==> src/rtl/mem_access_ctrl_if.sv <==
// Memory-side port of the MAR/MDR access controller.
// The controller drives the master side; the memory subsystem drives the slave side.
interface mem_access_ctrl_if;
  logic [15:0] memAddr;
  logic [15:0] memWdata;
  logic        memEn;
  logic        memWe;
  logic        memRdy;
  logic [15:0] memRdata;

  modport master (
    output memAddr, memWdata, memEn, memWe,
    input  memRdy, memRdata
  );

  modport slave (
    input  memAddr, memWdata, memEn, memWe,
    output memRdy, memRdata
  );
endinterface

==> src/rtl/mem_access_ctrl.sv <==
// LC-3 memory access controller: holds MAR/MDR and runs one read or write
// against a ready/valid memory port, then pulses R for one cycle.
// Optional feature macro: LC3_ACV_EN (user-mode access control violation check).
// Without it, privMode is ignored and every address is accessed.
module mem_access_ctrl #(
  parameter int TIMEOUT_CYCLES = 64
) (
  input  logic                      clk,
  input  logic                      reset,
  input  logic [15:0]               eabIn,
  input  logic [15:0]               busIn,
  input  logic                      ldMAR,
  input  logic                      ldMDR,
  input  logic                      start,
  input  logic                      rw,
  input  logic                      privMode,
  mem_access_ctrl_if.master         mem,
  output logic [15:0]               mar,
  output logic [15:0]               mdr,
  output logic                      busy,
  output logic                      R,
  output logic                      err
);

  localparam int CW = $clog2(TIMEOUT_CYCLES);
  localparam logic [CW-1:0] LAST_WAIT = CW'(TIMEOUT_CYCLES - 1);

  typedef enum logic [1:0] {IDLE, REQ, DONE} stateT;

  stateT         state, nextState;
  logic          rwQ;
  logic [CW-1:0] waitCnt;
  logic [15:0]   effAddr;
  logic          acvFault;
  logic          memEnC, memWeC, busyC, rC;

  // A start coinciding with ldMAR must use the freshly presented address.
  assign effAddr = ldMAR ? eabIn : mar;

`ifdef LC3_ACV_EN
  // User mode may not touch system space below 0x3000 or the device page at 0xFE00+.
  assign acvFault = privMode && ((effAddr < 16'h3000) || (effAddr >= 16'hFE00));
`else
  logic unusedPriv;
  assign unusedPriv = privMode;
  assign acvFault   = 1'b0;
`endif

  // State register.
  always_ff @(posedge clk) begin
    if (reset) state <= IDLE;
    else       state <= nextState;
  end

  // Next-state logic: memRdy has priority over the timeout on the last wait cycle.
  always_comb begin
    nextState = state;
    unique case (state)
      IDLE:    if (start) nextState = acvFault ? DONE : REQ;
      REQ:     if (mem.memRdy || (waitCnt == LAST_WAIT)) nextState = DONE;
      DONE:    nextState = IDLE;
      default: nextState = IDLE;
    endcase
  end

  // Outputs decode the state register only, so they carry no input-to-output path.
  always_comb begin
    memEnC = 1'b0;
    memWeC = 1'b0;
    busyC  = 1'b1;
    rC     = 1'b0;
    unique case (state)
      IDLE:    busyC = 1'b0;
      REQ:     begin memEnC = 1'b1; memWeC = rwQ; end
      DONE:    rC = 1'b1;
      default: busyC = 1'b0;
    endcase
  end

  assign mem.memEn    = memEnC;
  assign mem.memWe    = memWeC;
  assign mem.memAddr  = mar;
  assign mem.memWdata = mdr;
  assign busy         = busyC;
  assign R            = rC;

  // MAR/MDR, direction latch, wait counter and sticky error.
  always_ff @(posedge clk) begin
    if (reset) begin
      mar     <= '0;
      mdr     <= '0;
      rwQ     <= 1'b0;
      err     <= 1'b0;
      waitCnt <= '0;
    end else begin
      unique case (state)
        IDLE: begin
          if (ldMAR) mar <= eabIn;
          if (ldMDR) mdr <= busIn;
          if (start) begin
            rwQ     <= rw;
            err     <= acvFault;
            waitCnt <= '0;
          end
        end
        REQ: begin
          if (mem.memRdy) begin
            if (!rwQ) mdr <= mem.memRdata;
          end else if (waitCnt == LAST_WAIT) begin
            err <= 1'b1;
          end else begin
            waitCnt <= waitCnt + 1'b1;
          end
        end
        default: ;
      endcase
    end
  end

endmodule

==> src/flat_wrapper.sv <==
// flat-port wrapper written by rule: the top's interface ports become plain ports
module mem_access_ctrl_flat 
#(
  parameter int TIMEOUT_CYCLES = 64
)
  (clk, reset, eabIn, busIn, ldMAR, ldMDR, start, rw, privMode, mar, mdr, busy, R, err, mem_memAddr, mem_memWdata, mem_memEn, mem_memWe, mem_memRdy, mem_memRdata);
  mem_access_ctrl_if mem_i ();
  input  logic clk;
  input  logic reset;
  input  logic [15:0] eabIn;
  input  logic [15:0] busIn;
  input  logic ldMAR;
  input  logic ldMDR;
  input  logic start;
  input  logic rw;
  input  logic privMode;
  output logic [15:0] mar;
  output logic [15:0] mdr;
  output logic busy;
  output logic R;
  output logic err;
  output wire logic [$bits(mem_i.memAddr)-1:0] mem_memAddr;
  output wire logic [$bits(mem_i.memWdata)-1:0] mem_memWdata;
  output wire logic [$bits(mem_i.memEn)-1:0] mem_memEn;
  output wire logic [$bits(mem_i.memWe)-1:0] mem_memWe;
  input wire logic [$bits(mem_i.memRdy)-1:0] mem_memRdy;
  input wire logic [$bits(mem_i.memRdata)-1:0] mem_memRdata;
  assign mem_memAddr = mem_i.memAddr;
  assign mem_memWdata = mem_i.memWdata;
  assign mem_memEn = mem_i.memEn;
  assign mem_memWe = mem_i.memWe;
  assign mem_i.memRdy = mem_memRdy;
  assign mem_i.memRdata = mem_memRdata;
  mem_access_ctrl #(.TIMEOUT_CYCLES(TIMEOUT_CYCLES)) u_core (.clk(clk), .reset(reset), .eabIn(eabIn), .busIn(busIn), .ldMAR(ldMAR), .ldMDR(ldMDR), .start(start), .rw(rw), .privMode(privMode), .mem(mem_i), .mar(mar), .mdr(mdr), .busy(busy), .R(R), .err(err));
endmodule
==> config.mk <==
export PLATFORM = sky130hd
export DESIGN_NAME = mem_access_ctrl_flat
export DESIGN_NICKNAME = d
export VERILOG_FILES = /design/src/rtl/mem_access_ctrl_if.sv /design/src/rtl/mem_access_ctrl.sv /design/src/flat_wrapper.sv
export SDC_FILE = /design/constraint.sdc
export NUM_CORES = 1
export LEC_CHECK = 0
export BUFFER_PORTS_ARGS = -buffer_cell sky130_fd_sc_hd__buf_2
export CORE_MARGIN = 8
export CORE_UTILIZATION = 44
export DETAILED_ROUTE_END_ITERATION = 7
export GPL_ROUTABILITY_DRIVEN = 0
export HOLD_SLACK_MARGIN = 0.05
export PLACE_DENSITY = 0.89
export SYNTH_ARGS = -nofsm -noshare
export SYNTH_HDL_FRONTEND = slang
export SYNTH_SLANG_ARGS = --single-unit
==> constraint.sdc <==
create_clock -name clk -period 2.5 [get_ports clk]
set_clock_uncertainty 0.05 [all_clocks]
set_input_delay 0.5 -clock clk [delete_from_list [all_inputs] [get_ports clk]]
set_output_delay 0.5 -clock clk [all_outputs]
set_load 0.1 [all_outputs]
======== Word-level counts from Yosys, hierarchy flattened ========
Index checks and enable logic that the tools add are counted.
word-level totals
  register bits after elaboration ......... 42
  bits of input ports ..................... 56
  logic and storage cells ................. 47
  output and inout bits ................... 69
operators by class
  equal/unequal tests ..................... 11
  multiplexer cells ....................... 19
  add/sub/neg operators ................... 1
  reduce and logical (&&, ||, !) cells .... 10
operator list
  kind                                                                     number
  16-bit 2-to-1 mux                                                        3
  16-bit one-hot mux with 2 select lines                                   1
  6-bit 2-to-1 mux                                                         3
  2-bit inequality test, second input constant                             6
  6-bit one-hot mux with 2 select lines                                    1
  4-bit AND reduction                                                      3
  1-bit 2-to-1 mux                                                         7
  6-bit by 1-bit adder with 6-bit output, second input constant            1
  6-bit == test, second input constant                                     1
  2-bit AND reduction                                                      3
  2-bit 2-to-1 mux                                                         2
  2-bit by 1-bit inequality test with 1-bit output, second input constant  2
  2-bit one-hot mux with 2 select lines                                    1
  2-bit by 1-bit == test with 1-bit output, second input constant          1
  2-bit == test, second input constant                                     1
  2-bit zero test                                                          1
  1-bit one-hot mux with 2 select lines                                    1
  2-bit nonzero test                                                       1
  2-bit OR reduction                                                       1
  1-bit logical OR                                                         1

======== Logic depth before layout (Yosys ltp) ========
  depth after elaboration ................. 4
  gate-level depth with buffers ........... 8
  depth with buffers taken out ............ 6

======== Least setup slack after synthesis ========
No wires, ideal clock.
  path type ............................... register to output
  start ................................... reg u_core.state[1]
  end ..................................... out mem_memWe
  arrival ................................. 2.762 ns
  data required time ...................... 1.950 ns
  setup slack ............................. -0.812 ns
  cell stages (with the launch flop) ...... 7
  buffers on the path ..................... 3
  cell sequence ........................... dfxtp_1 -> inv_1 -> ha_1 -> buf_2 -> buf_4 -> buf_2 -> and2_1
on the way
  word-level cells in the longest chain between the ends .. 2
ends and longest elaborated chain
  what                                      line                   text
  start: declaration                        mem_access_ctrl.sv:30  stateT state, nextState;
  start signal: assignment                  mem_access_ctrl.sv:52  else state <= nextState;
  2-bit by 1-bit == test with 1-bit output  mem_access_ctrl.sv:72  unique case (state)
  1-bit 2-to-1 mux                          mem_access_ctrl.sv:72
  end: declaration                          flat_wrapper.sv:25     output wire logic [$bits(mem_i.memWe)-1:0] mem_memWe;
Every way passes these cells.

======== Worst setup path after layout ========
Same ends and word-level chain as after synthesis.

==> metrics.md <==
| Metric | Value |
|---|---|
| Mapped Avg Cell Area | 8.582 um2 |
| PortBufs | 123 |
| Post-route cell area | 2649 um2 |
| Vias per cell | 4.995 |
| Peak supply drop | 0.0006666 V |
| Final slew viol count | 0 |
| Nets | 396 |
| Ports | 125 |
| Fraction of layout cells with a size suffix above 1 | 41.37% |
| Vias in the first global route | 1952 |
| Post-DP HPWL | 4.276 mm |
| ANT cells | 0 |
| Worst EP required | 1.95 ns |
| GRT overflow | 0 |
| Total placed instance area | 2542 um2 |
| Post-synthesis sequential area ratio | 39.51% |
| DR WL/cell | 13.83 um |
| CP max stage delay | 0.42 ns |
| CP arrival | 1.61 ns |
| Period utilisation layout | 86.52% |
| Synthesized cell area | 2128 um2 |
| Crit path capture type | output pin |
| Yosys cell types | 37 |
| Fmax | 462.3 MHz |
| Syn nets | 309 |
| GRT Overall Usage | 13.91% |
| # DRC | 0 |
| Maxcap violations | 0 |
| Flops & latches, synth | 42 |
| Post-CTS Setup Bufs | 0 |
| Initial drt markers | 52 |
| Layout Cells excl Fill | 390 |
| Clk root buf | clkbuf_8 |
| Dpl cells | 382 |
| Final count of negative-setup-slack endpoints | 0 |
| Crit-path cells | inv_1 > ha_4 > and2_4 > buf_2 |
| CTS Buf Count | 5 |
| Initial antenna violation count | 1 |
| Final Hold Viols | 0 |
| Clk_lat worst skew | 0.29 ns |
| Buf/Inv on CP | 2 |
| Psw | 1.796 mW |
| Max Used Layer | met5 |
| Clock Power Share | 16.6% |
| Internal power | 1.342 mW |
| Setup TNS | 0 ns |
| Worst path slowest cell | buf_2 |
| CTS Buffer Depth | 2 |
| Core area | 4692 um2 |
| Total routed wirelength | 5.393 mm |
| Worst Hold Class | input port to flip-flop |
| CTS tree | built |
| Power Dens Cells | 1184 nW/um2 |
| Final Util | 56.45% |
| Post-CTS Hold Fix Bufs | 0 |
| RSZ-0062 raised after global routing | no |
| CP Launch Type | flip-flop |
| DRT antenna net count | 0 |
| CP top delay family | buffers and inverters |
| Tmin final | 2.163 ns |
| Status | completed |
| First drt pass iteration count | 4 |
| Die Span Y | 85.55 um |
| Post-CTS sizing | 0 |
| M1 wire length | 2.439 mm |
| Clock Sink Count | 42 |
| Clock H-tree levels | 2 |
| Combinational Power Share | 57.4% |
| Syn Inst Count | 248 |
| Critical path class | flip-flop to output pin |
| Flop pwr share | 26.0% |
| CTS clk-pin slew, worst paths | 0.08 ns |
| Layout area overhead | 24.46% |
| Row Count | 25 |
| Die ar. | 7319 um2 |
| YS warnings | 0 |
| Sw frac | 57.24% |
| Worst Max-Slew Pin Slew | 0.5332 ns |
| Final Total Pwr | 3.137 mW |
| Met2 wire length | 2.258 mm |
| Pin count of the biggest net entering global routing | 33 |
| P_leak | 1.307 nW |
| First-pass GRT wire length | 8.342 mm |
| Initial core utilization | 45.36% |
| Fillers | 406 |
| Total vias in the final route | 1948 |
| Critical path fanouts, max | 13 |
| Die Wd | 85.55 um |
| WL met3 | 631 um |
| Relative slew margins | 64.45% |
[cell usage in the layout (no fill, tap or decap), types with 2 or more instances in the layout]
cell type  count
dfxtp_1       42
clkbuf_1       2
clkbuf_8       5
nand3_1        5
inv_1          3
buf_4          4
nand2_1       37
a211oi_1      16
mux2i_1       17
and3_4         2
buf_2        123
nor2_1        17
o211ai_1       5
ha_1           4
nand2b_1       3
nor2b_1        2
or4_1          2
o21ai_0        5
a21oi_1       22
[synth_stat cells (all sizes together)]
| cell | instances | share of area (%) |
|---|---|---|
| a21oi | 23 | 5.6 |
| clkbuf | 6 | 1.1 |
| and3b | 1 | 0.41 |
| inv | 3 | 0.53 |
| a21o | 1 | 0.35 |
| and3 | 3 | 1.4 |
| buf | 41 | 14 |
| nor2 | 17 | 3.0 |
| a21boi | 1 | 0.35 |
| and2b | 1 | 0.35 |
| ha | 5 | 2.9 |
| nor2b | 2 | 0.59 |
| nor3 | 1 | 0.23 |
| or4 | 2 | 0.71 |
| o211ai | 6 | 2.4 |
| o21a | 1 | 0.35 |
| nand2b | 3 | 0.88 |
| nand3 | 5 | 1.2 |
| dfxtp | 42 | 40 |
| a211oi | 16 | 5.6 |
| nand4 | 1 | 0.29 |
| and2 | 2 | 0.59 |
| o311ai | 1 | 0.41 |
| nand2 | 37 | 6.5 |
| o31ai | 1 | 0.35 |
| a221oi | 1 | 0.41 |
| nand4b | 1 | 0.41 |
| or3 | 1 | 0.29 |
| mux2i | 17 | 8.0 |
| o211a | 1 | 0.47 |
| o21ai | 5 | 1.2 |
[worst reg2reg max path: stages, from the launching register on]
cell and delay, ns:
dfxtp_1 0.32, inv_1 0.14, ha_4 0.27, buf_4 0.30, inv_1 0.14, or4_1 0.52, a21oi_1 0.13
[cell type report]
class / count / area, um2 / area share [%]
Multi-Input combinational cell: 156 / 977.2 / 36.89
Tap cell: 54 / 67.56 / 2.551
Clock buffer: 7 / 76.32 / 2.881
Inverter: 3 / 11.26 / 0.4251
Sequential cell: 42 / 840.8 / 31.74
Clock inverter: 1 / 30.03 / 1.134
Timing Repair Buffer: 127 / 645.6 / 24.37
[metrics by stage]
stage	setup WS [ns]	hold slack [ns]
detailed placement	0.5904	0.4088
global route	0.2557	0.3953
global placement	0.6362	0.3998
CTS	0.3107	0.3834
finish	0.3370	0.3914
floorplan	0.1236	0.3947
[metal layers]
metal  track usage (%)  vias to the layer above
met3             6.208                        7
met4             5.255                        2
met2             23.62                      103
met1             14.79                      837
met5                 0                        -
li1                  -                      999
[power groups by stage]
stage	clock (mW)	sequential, mW	combinational (mW)
global placement	0	0.828	1.80
finish	0.522	0.816	1.80
detailed placement	0	0.830	1.81
global route	0.563	0.827	1.87
CTS	0.540	0.816	1.81
floorplan	0	1.39	1.09
[worst paths after layout]
kind	start	end	slack, ns	cells after the start
worst min-delay path	eabIn[1]	u_core.mar[1]	0.39	3
worst max register to register	u_core.state[1]	u_core.waitCnt[0]	0.56	6
worst max-delay path	u_core.state[1]	mem_memWe	0.34	4
worst min register to register	u_core.mar[13]	u_core.mar[13]	0.42	2
[state kept, by name (all words and copies together) (netlist names)]
signal and count:
u_core.mar 16, u_core.mdr 16, u_core.waitCnt 6, u_core.state 2
u_core.err 1, u_core.rwQ 1
[kinds of logic after synthesis]
| kind of cell | Yosys count | share of synthesized area (%) |
|---|---|---|
| AO/OA/AOI/OAI | 57 | 17.46 |
| adder cells (fa/ha/maj) | 5 | 2.939 |
| buffers and inverters | 50 | 15.29 |
| flip-flops | 42 | 39.51 |
| multiplexers | 17 | 7.995 |
| AND/OR/NAND/NOR | 77 | 16.81 |
No activity file was read; power rests on OpenSTA's default activity.
